==> src/rtl/dram_host_master.sv <==
// rtl/dram_host_master.sv - host command master and refresh scheduler for the DRAM model
//
// Ports:
//   clk, rst                  clock, asynchronous active-high reset
//   req_valid/req_ready       host request handshake
//   req_write/row/col/wdata   request fields, latched on the handshake
//   rsp_valid/rsp_rdata/err   one-cycle response strobe, data and error code
//   temp                      die temperature; selects the refresh period
//   ref_err                   sticky refresh error flag
//   busy                      operation in progress
//   dram_opcode/row/column/data_in  command pins driven to the DRAM
//   dram_data_out/dram_error        DRAM response pins
//
// Optional feature: DRAM_MASTER_PARITY_EN adds even-parity generation on
// write data bit 31 and a parity check on read data.

module dram_host_master #(
    parameter int          RESP_LAT     = 2,
    parameter int          REF_INTERVAL = 1000,
    parameter logic [7:0]  HOT_TEMP     = 8'd85
) (
    input  logic        clk,
    input  logic        rst,
    input  logic        req_valid,
    output logic        req_ready,
    input  logic        req_write,
    input  logic [9:0]  req_row,
    input  logic [9:0]  req_col,
    input  logic [31:0] req_wdata,
    output logic        rsp_valid,
    output logic [31:0] rsp_rdata,
    output logic [1:0]  rsp_err,
    input  logic [7:0]  temp,
    output logic        ref_err,
    output logic        busy,
    output logic [1:0]  dram_opcode,
    output logic [9:0]  dram_row,
    output logic [9:0]  dram_column,
    output logic [31:0] dram_data_in,
    input  logic [31:0] dram_data_out,
    input  logic [1:0]  dram_error
);

    localparam int             RCW      = $clog2(REF_INTERVAL + 1);
    localparam logic [RCW-1:0] REF_FULL = RCW'(REF_INTERVAL);
    localparam logic [RCW-1:0] REF_HALF = RCW'(REF_INTERVAL / 2);
    localparam logic [RCW-1:0] REF_ONE  = RCW'(1);
    localparam logic [3:0]     LAT      = 4'(RESP_LAT);

    typedef enum logic [1:0] {
        ST_IDLE  = 2'd0,
        ST_ISSUE = 2'd1,
        ST_WAIT  = 2'd2,
        ST_DONE  = 2'd3
    } state_t;

    state_t         state;
    state_t         state_next;
    logic [3:0]     wait_cnt;
    logic [RCW-1:0] ref_cnt;
    logic           ref_due;
    logic           start_ref;
    logic           start_host;
    logic           op_is_ref;
    logic           op_write;
    logic           sample_now;
    logic [31:0]    wdata_coded;
    logic           rd_parity_err;

`ifdef DRAM_MASTER_PARITY_EN
    // Bit 31 carries the parity of the lower 31 bits so the word has even parity.
    assign wdata_coded   = {^req_wdata[30:0], req_wdata[30:0]};
    assign rd_parity_err = ^dram_data_out;
`else
    assign wdata_coded   = req_wdata;
    assign rd_parity_err = 1'b0;
`endif

    // The refresh counter saturates at zero, so "due" is simply "counter empty".
    assign ref_due    = (ref_cnt == '0);
    assign req_ready  = (state == ST_IDLE) && !ref_due;
    assign busy       = (state != ST_IDLE);
    assign sample_now = (state == ST_WAIT) && (wait_cnt == LAT);

    always_ff @(posedge clk or posedge rst) begin
        if (rst) begin
            state <= ST_IDLE;
        end else begin
            state <= state_next;
        end
    end

    always_comb begin
        state_next  = state;
        start_ref   = 1'b0;
        start_host  = 1'b0;
        dram_opcode = 2'b00;
        rsp_valid   = 1'b0;
        case (state)
            ST_IDLE: begin
                // Refresh wins over a pending host request.
                if (ref_due) begin
                    start_ref  = 1'b1;
                    state_next = ST_ISSUE;
                end else if (req_valid) begin
                    start_host = 1'b1;
                    state_next = ST_ISSUE;
                end
            end
            ST_ISSUE: begin
                dram_opcode = op_is_ref ? 2'b11 : (op_write ? 2'b10 : 2'b01);
                state_next  = ST_WAIT;
            end
            ST_WAIT: begin
                if (wait_cnt == LAT) begin
                    state_next = ST_DONE;
                end
            end
            ST_DONE: begin
                rsp_valid  = !op_is_ref;
                state_next = ST_IDLE;
            end
            default: state_next = ST_IDLE;
        endcase
    end

    always_ff @(posedge clk or posedge rst) begin
        if (rst) begin
            wait_cnt     <= 4'd0;
            ref_cnt      <= REF_FULL;
            op_is_ref    <= 1'b0;
            op_write     <= 1'b0;
            dram_row     <= 10'd0;
            dram_column  <= 10'd0;
            dram_data_in <= 32'd0;
            rsp_rdata    <= 32'd0;
            rsp_err      <= 2'b00;
            ref_err      <= 1'b0;
        end else begin
            // Temperature is sampled only at reload, so a change takes effect
            // from the next refresh onward.
            if (start_ref) begin
                ref_cnt <= (temp >= HOT_TEMP) ? REF_HALF : REF_FULL;
            end else if (ref_cnt != '0) begin
                ref_cnt <= ref_cnt - REF_ONE;
            end

            if (start_ref) begin
                op_is_ref <= 1'b1;
            end else if (start_host) begin
                op_is_ref    <= 1'b0;
                op_write     <= req_write;
                dram_row     <= req_row;
                dram_column  <= req_col;
                dram_data_in <= wdata_coded;
            end

            if (state == ST_ISSUE) begin
                wait_cnt <= 4'd1;
            end else if (state == ST_WAIT) begin
                wait_cnt <= wait_cnt + 4'd1;
            end

            // Capture on the last WAIT cycle; responses hold until the next host DONE.
            if (sample_now) begin
                if (op_is_ref) begin
                    if (dram_error != 2'b00) begin
                        ref_err <= 1'b1;
                    end
                end else begin
                    rsp_rdata <= op_write ? 32'd0 : dram_data_out;
                    rsp_err   <= {(op_write ? 1'b0 : rd_parity_err), (dram_error != 2'b00)};
                end
            end
        end
    end

endmodule

==> config.mk <==
export PLATFORM = sky130hd
export DESIGN_NAME = dram_host_master
export DESIGN_NICKNAME = d
export VERILOG_FILES = /design/src/rtl/dram_host_master.sv
export SDC_FILE = /design/constraint.sdc
export NUM_CORES = 1
export LEC_CHECK = 0
export BUFFER_PORTS_ARGS = -buffer_cell sky130_fd_sc_hd__buf_2
export CORE_AREA = 2 2 106 108
export DETAILED_ROUTE_END_ITERATION = 6
export DIE_AREA = 0 0 108 110
export PLACE_DENSITY = 0.75
export SYNTH_ARGS = -nofsm -noshare
export SYNTH_HDL_FRONTEND = slang
export SYNTH_SLANG_ARGS = --single-unit
==> constraint.sdc <==
create_clock -name clk -period 3.9 [get_ports clk]
set_input_delay 0.78 -clock clk [delete_from_list [all_inputs] [get_ports clk]]
set_output_delay 0.78 -clock clk [all_outputs]
set_load 0.01 [all_outputs]
[Word level (Yosys, flattened, before mapping)]
Index checks and enable logic that the tools add are counted.
Widths: inputs -> output; s select.
Storage, ports and cells
  flip-flop bits (word level): 104
  logic and storage cells: 59
  output and inout port bits: 92
Operators by class
  bitwise logic cells: 2
  reductions and logical operators: 16
  equality and inequality tests: 6
  mux-type cells: 21
  add/subtract/negate cells: 2
  magnitude comparators: 1
Operators with widths (count)
  $mux 32: 1
  $mux 10: 3
  $mux 2: 6
  $logic_not 10->1: 1
  $reduce_bool 10->1: 1
  $reduce_bool 2->1: 5
  $sub 10x1->10 const B: 1
  $ge 8x7->1 const B: 1
  $mux 1: 8
  $mux 4: 2
  $pmux 2 s4: 1
  $reduce_and 2->1: 3
  $add 4x1->4 const B: 1
  $eq 2x2->1 const B: 2
  $eq 4x2->1 const B: 1
  $ne 3x3->1 const B: 1
  $reduce_and 3->1: 1
  $eq 2x1->1 const B: 1
  $logic_and 1x1->1: 2
  $logic_not 1->1: 2
  $logic_not 2->1: 1
  $ne 2x2->1 const B: 1
  $not 1->1: 2

[Logic depth before layout (Yosys ltp)]
  depth after elaboration: 5
  depth in mapped cells: 8
  gate-level depth less buffers: 6

[Least setup slack after synthesis]
No wires, ideal clock.
  path kind: flip-flop to flip-flop
  start: register ref_cnt[0]
  end: register state[1]
  setup slack: 1505 ps
  arrival: 2270 ps
  clock period less this slack: 2395 ps
  library setup time: 125 ps
  path buffers: 2
  cell stages (with the launch flop): 9
  cell sequence: dfrtp_1 > inv_1 > ha_1 > or3b_1 > clkbuf_1 > or4_4 > buf_6 > a32oi_1 > mux2_2
On the way
  longest elaborated chain between the ends: 3
  elaborated cells between the ends (all ways): 5
  those cells by class: 1 x eq/ne; 2 x mux; 2 x reduce/logical
RTL lines
  start: declaration: RTL line 60  | logic [RCW-1:0] ref_cnt;
  start signal: assignment: RTL line 143  | ref_cnt <= (temp >= HOT_TEMP) ? REF_HALF : REF_FULL;
  start signal: assignment: RTL line 145  | ref_cnt <= ref_cnt - REF_ONE;
  $logic_not 10->1 *: RTL line 80  | assign ref_due = (ref_cnt == '0);
  $mux 2 / $ne 3x3->1 (equally long branches)
  $pmux 2 s4 / $reduce_and 2->1 (equally long branches)
  end signal: assignment: RTL line 89  | state <= state_next;
  end: declaration: RTL line 57  | state_t state;
Mark *: on every way between the ends. The rest lies on a longest branch, timed or not.
A chain may end at the register's enable or synchronous reset.

[Worst setup path after layout]
  start: register ref_cnt[0]
  end: output port req_ready
On the way
  longest elaborated chain between the ends: 3
RTL lines
  $logic_not 10->1: RTL line 80
  $logic_not 1->1: RTL line 81  | assign req_ready = (state == ST_IDLE) && !ref_due;
  $logic_and 1x1->1: RTL line 81
  end: declaration: RTL line 25  | output logic req_ready,
Every way passes these cells.

==> metrics.cfg <==
[run_status]
status=finished, final reports clean

[logic_synthesis]
synth_common_cells=98 x dfrtp_1, 53 x mux2_2, 32 x a22o_1, 10 x inv_1, 10 x nand2_1
yosysTopAreaCell=dfrtp_1
synth_top_cell_area_share_pct=58.4
synth_nets=410
synthFlopType=dfrtp_1
synth_cell_types=43
yosysSeqAreaShare_pct=62.2
yosysWarnings=0
syn_area_mm2=0.00420
ys_ff_latch=104
syn_avg_cell_area_um2=13.8
synth_most_common_cell=dfrtp_1
async_reset_ff_share_pct=100
postSynthCellCount=304
synth_edf_count=0
yosys-top-cells-area=dfrtp_1 58%, mux2_2 14%, a22o_1 6.7%, dfstp_2 3.8%, ha_1 2.4%

[worst_setup_path]
crit_arrival_ns=2.18
worstPathRequired_ns=3.12
startpoint_type=flip-flop
cp_max_fo=9
cp-end-kind=primary output
worstSetupPathType=flip-flop to primary output

[sta]
timing.final.hold_violations=0
period_share_pct=76.0
relSlewSlack_pct=26.8
holdWs_ns=0.490
fin_setup_tns_ns=0
setup_viol=0
period_needed_ns=2.96
maxSlewViolCount=0
rsz0062_at_grt=false
tightest_slew_ns=1.10
max_freq_ghz=0.337
finalClockSkew_ns=0.0118

[placement]
gp_congestion=0.768
place_inst=621
hpwl_um=6670
port-buffer-count=188

[global_route]
track_usage_pct=14.9
antenna_found_initial=0
grt_pass1_vias=3027
grt_overflow_total=0
grt_first_pass_wirelength_um=13900
grt_start_max_net_pins=92

[clock_tree]
cts.sinks=104
hold_buffers=0
cts_max_level=3
cts-root-buf=clkbuf_8
clk_pin_slew_ns=0.10
ctsResizeCount=0
cts_tree=done
clkLatencyLatePin_ns=0.36
cts_inserted_buffers=9
cts_max_path_buffers=2
postCtsSetupBuffers=0

[layout]
nets=598
drive_above_1_share_pct=55.1
fin_cells=637
fillers=949
regArea_mm2=0.00261
syn_to_final_growth_pct=30.3
final_util_pct=51.1
antenna_cells=0
multi_input_comb_area_mm2=0.00148

[pwr]
power.internal_uw=2680
p_sw_share_pct=35.1
fin_total_pwr_uw=4130
leakage_uw=0.00275
peakVddDrop_uv=292
p_sw_uw=1450
power_density_mw_per_mm2=755
p_seq_share_pct=45.6
p_clk_share_pct=14.8
p_comb_share_pct=39.6

[routing]
vias=3131
wl_met1_um=3740
route.met3.wl_um=668
highest_layer=met4
detail_route.iter0.violations=97
route.met2.wl_um=4410
firstDrtPassIters=4
routed_wl_um=8970
vias_per_cell=4.92
wl_per_cell_um=14.1
route.detailed.drc=0
ant_nets=0

[floorplanning]
die_x_um=108
die_h_um=110
core_area_mm2=0.0107
rows=38
dieArea_mm2=0.0119
ioPinCount=190
start_util_pct=39.2

[hold_path]
worst_hold_path_type=flip-flop to flip-flop

[flow_run]
max_cap_violations=0

critical path: stages, from the launching register on:
cell	delay, ns
dfrtp_1	0.43
inv_1	0.10
ha_1	0.13
or3b_1	0.45
nor4_4	0.50
nor2_1	0.07
buf_2	0.15
through the flow:
stage,instance area [µm²],setup slack [ns]
CTS,5470,0.905
floorplan,4200,0.398
global placement,5290,1.37
finish,5470,0.936
detailed placement,5290,1.33
global route,5470,0.751
flip-flops by register name, summed over array words and instances, names as in the netlist:
| signal | flops |
|---|---|
| wait_cnt | 4 |
| dram_row | 10 |
| dram_data_in | 32 |
| op_is_ref | 1 |
| rsp_rdata | 32 |
| ref_cnt | 10 |
| state | 2 |
| dram_column | 10 |
| ref_err | 1 |
| rsp_err | 1 |
| op_write | 1 |
cell usage in the layout, fill, tap and decap left out, types with 6 or more instances in the layout:
cell type,instances
a22o_1,32
buf_2,188
nand2_1,10
clkbuf_8,10
dfstp_2,6
inv_1,9
nor3_1,7
a21oi_1,7
o21ai_0,8
mux2_2,53
ha_1,8
nor2_1,7
dfrtp_1,98
layer usage:
| metal | vias up | track usage (%) |
|---|---|---|
| li1 | 1478 | - |
| met5 | - | 0 |
| met4 | 0 | 6.96 |
| met2 | 132 | 26.2 |
| met3 | 12 | 2.88 |
| met1 | 1509 | 17.6 |
power groups by stage:
stage | clock [µW] | combinational, µW | sequential (µW)
global placement | 0 | 1610 | 1870
global route | 686 | 1800 | 1950
CTS | 639 | 1670 | 1880
floorplan | 0 | 838 | 2050
finish | 612 | 1630 | 1880
detailed placement | 0 | 1670 | 1900
final cells by class:
class                           count  share of cell area (%)
Clock buffer                       10                    2.52
Clock inverter                      6                   0.778
Sequential cell                   104                    47.7
Tap cell                          140                    3.20
Multi-Input combinational cell    174                    27.1
Inverter                           10                   0.732
Timing Repair Buffer              193                    17.9
logic make-up (layout without fill, tap and decap cells):
kind of cell    Yosys count  in the layout  share of synthesized area, %
flops                   104            104                          62.2
compound gates           60             60                          10.9
mux                      57             57                          15.3
simple gates             47             47                          6.20
buf+inv                  26            219                          2.77
fa+ha+maj                 8              8                          2.39
other cells               1              1                        0.0894
xor+xnor                  1              1                         0.209
final timing paths:
check,from,endpoint,slack (ns),depth (start not counted)
max,ref_cnt[0],req_ready,0.94,6
max in group asynchronous,rst,rsp_rdata[5],2.44,3
min reg2reg,dram_row[0],dram_row[0],0.49,1
min,dram_row[0],dram_row[0],0.49,1
max reg2reg,ref_cnt[0],dram_data_in[16],1.34,7
min in group asynchronous,rst,dram_row[0],0.67,2
(Power assumes the default switching activity.)
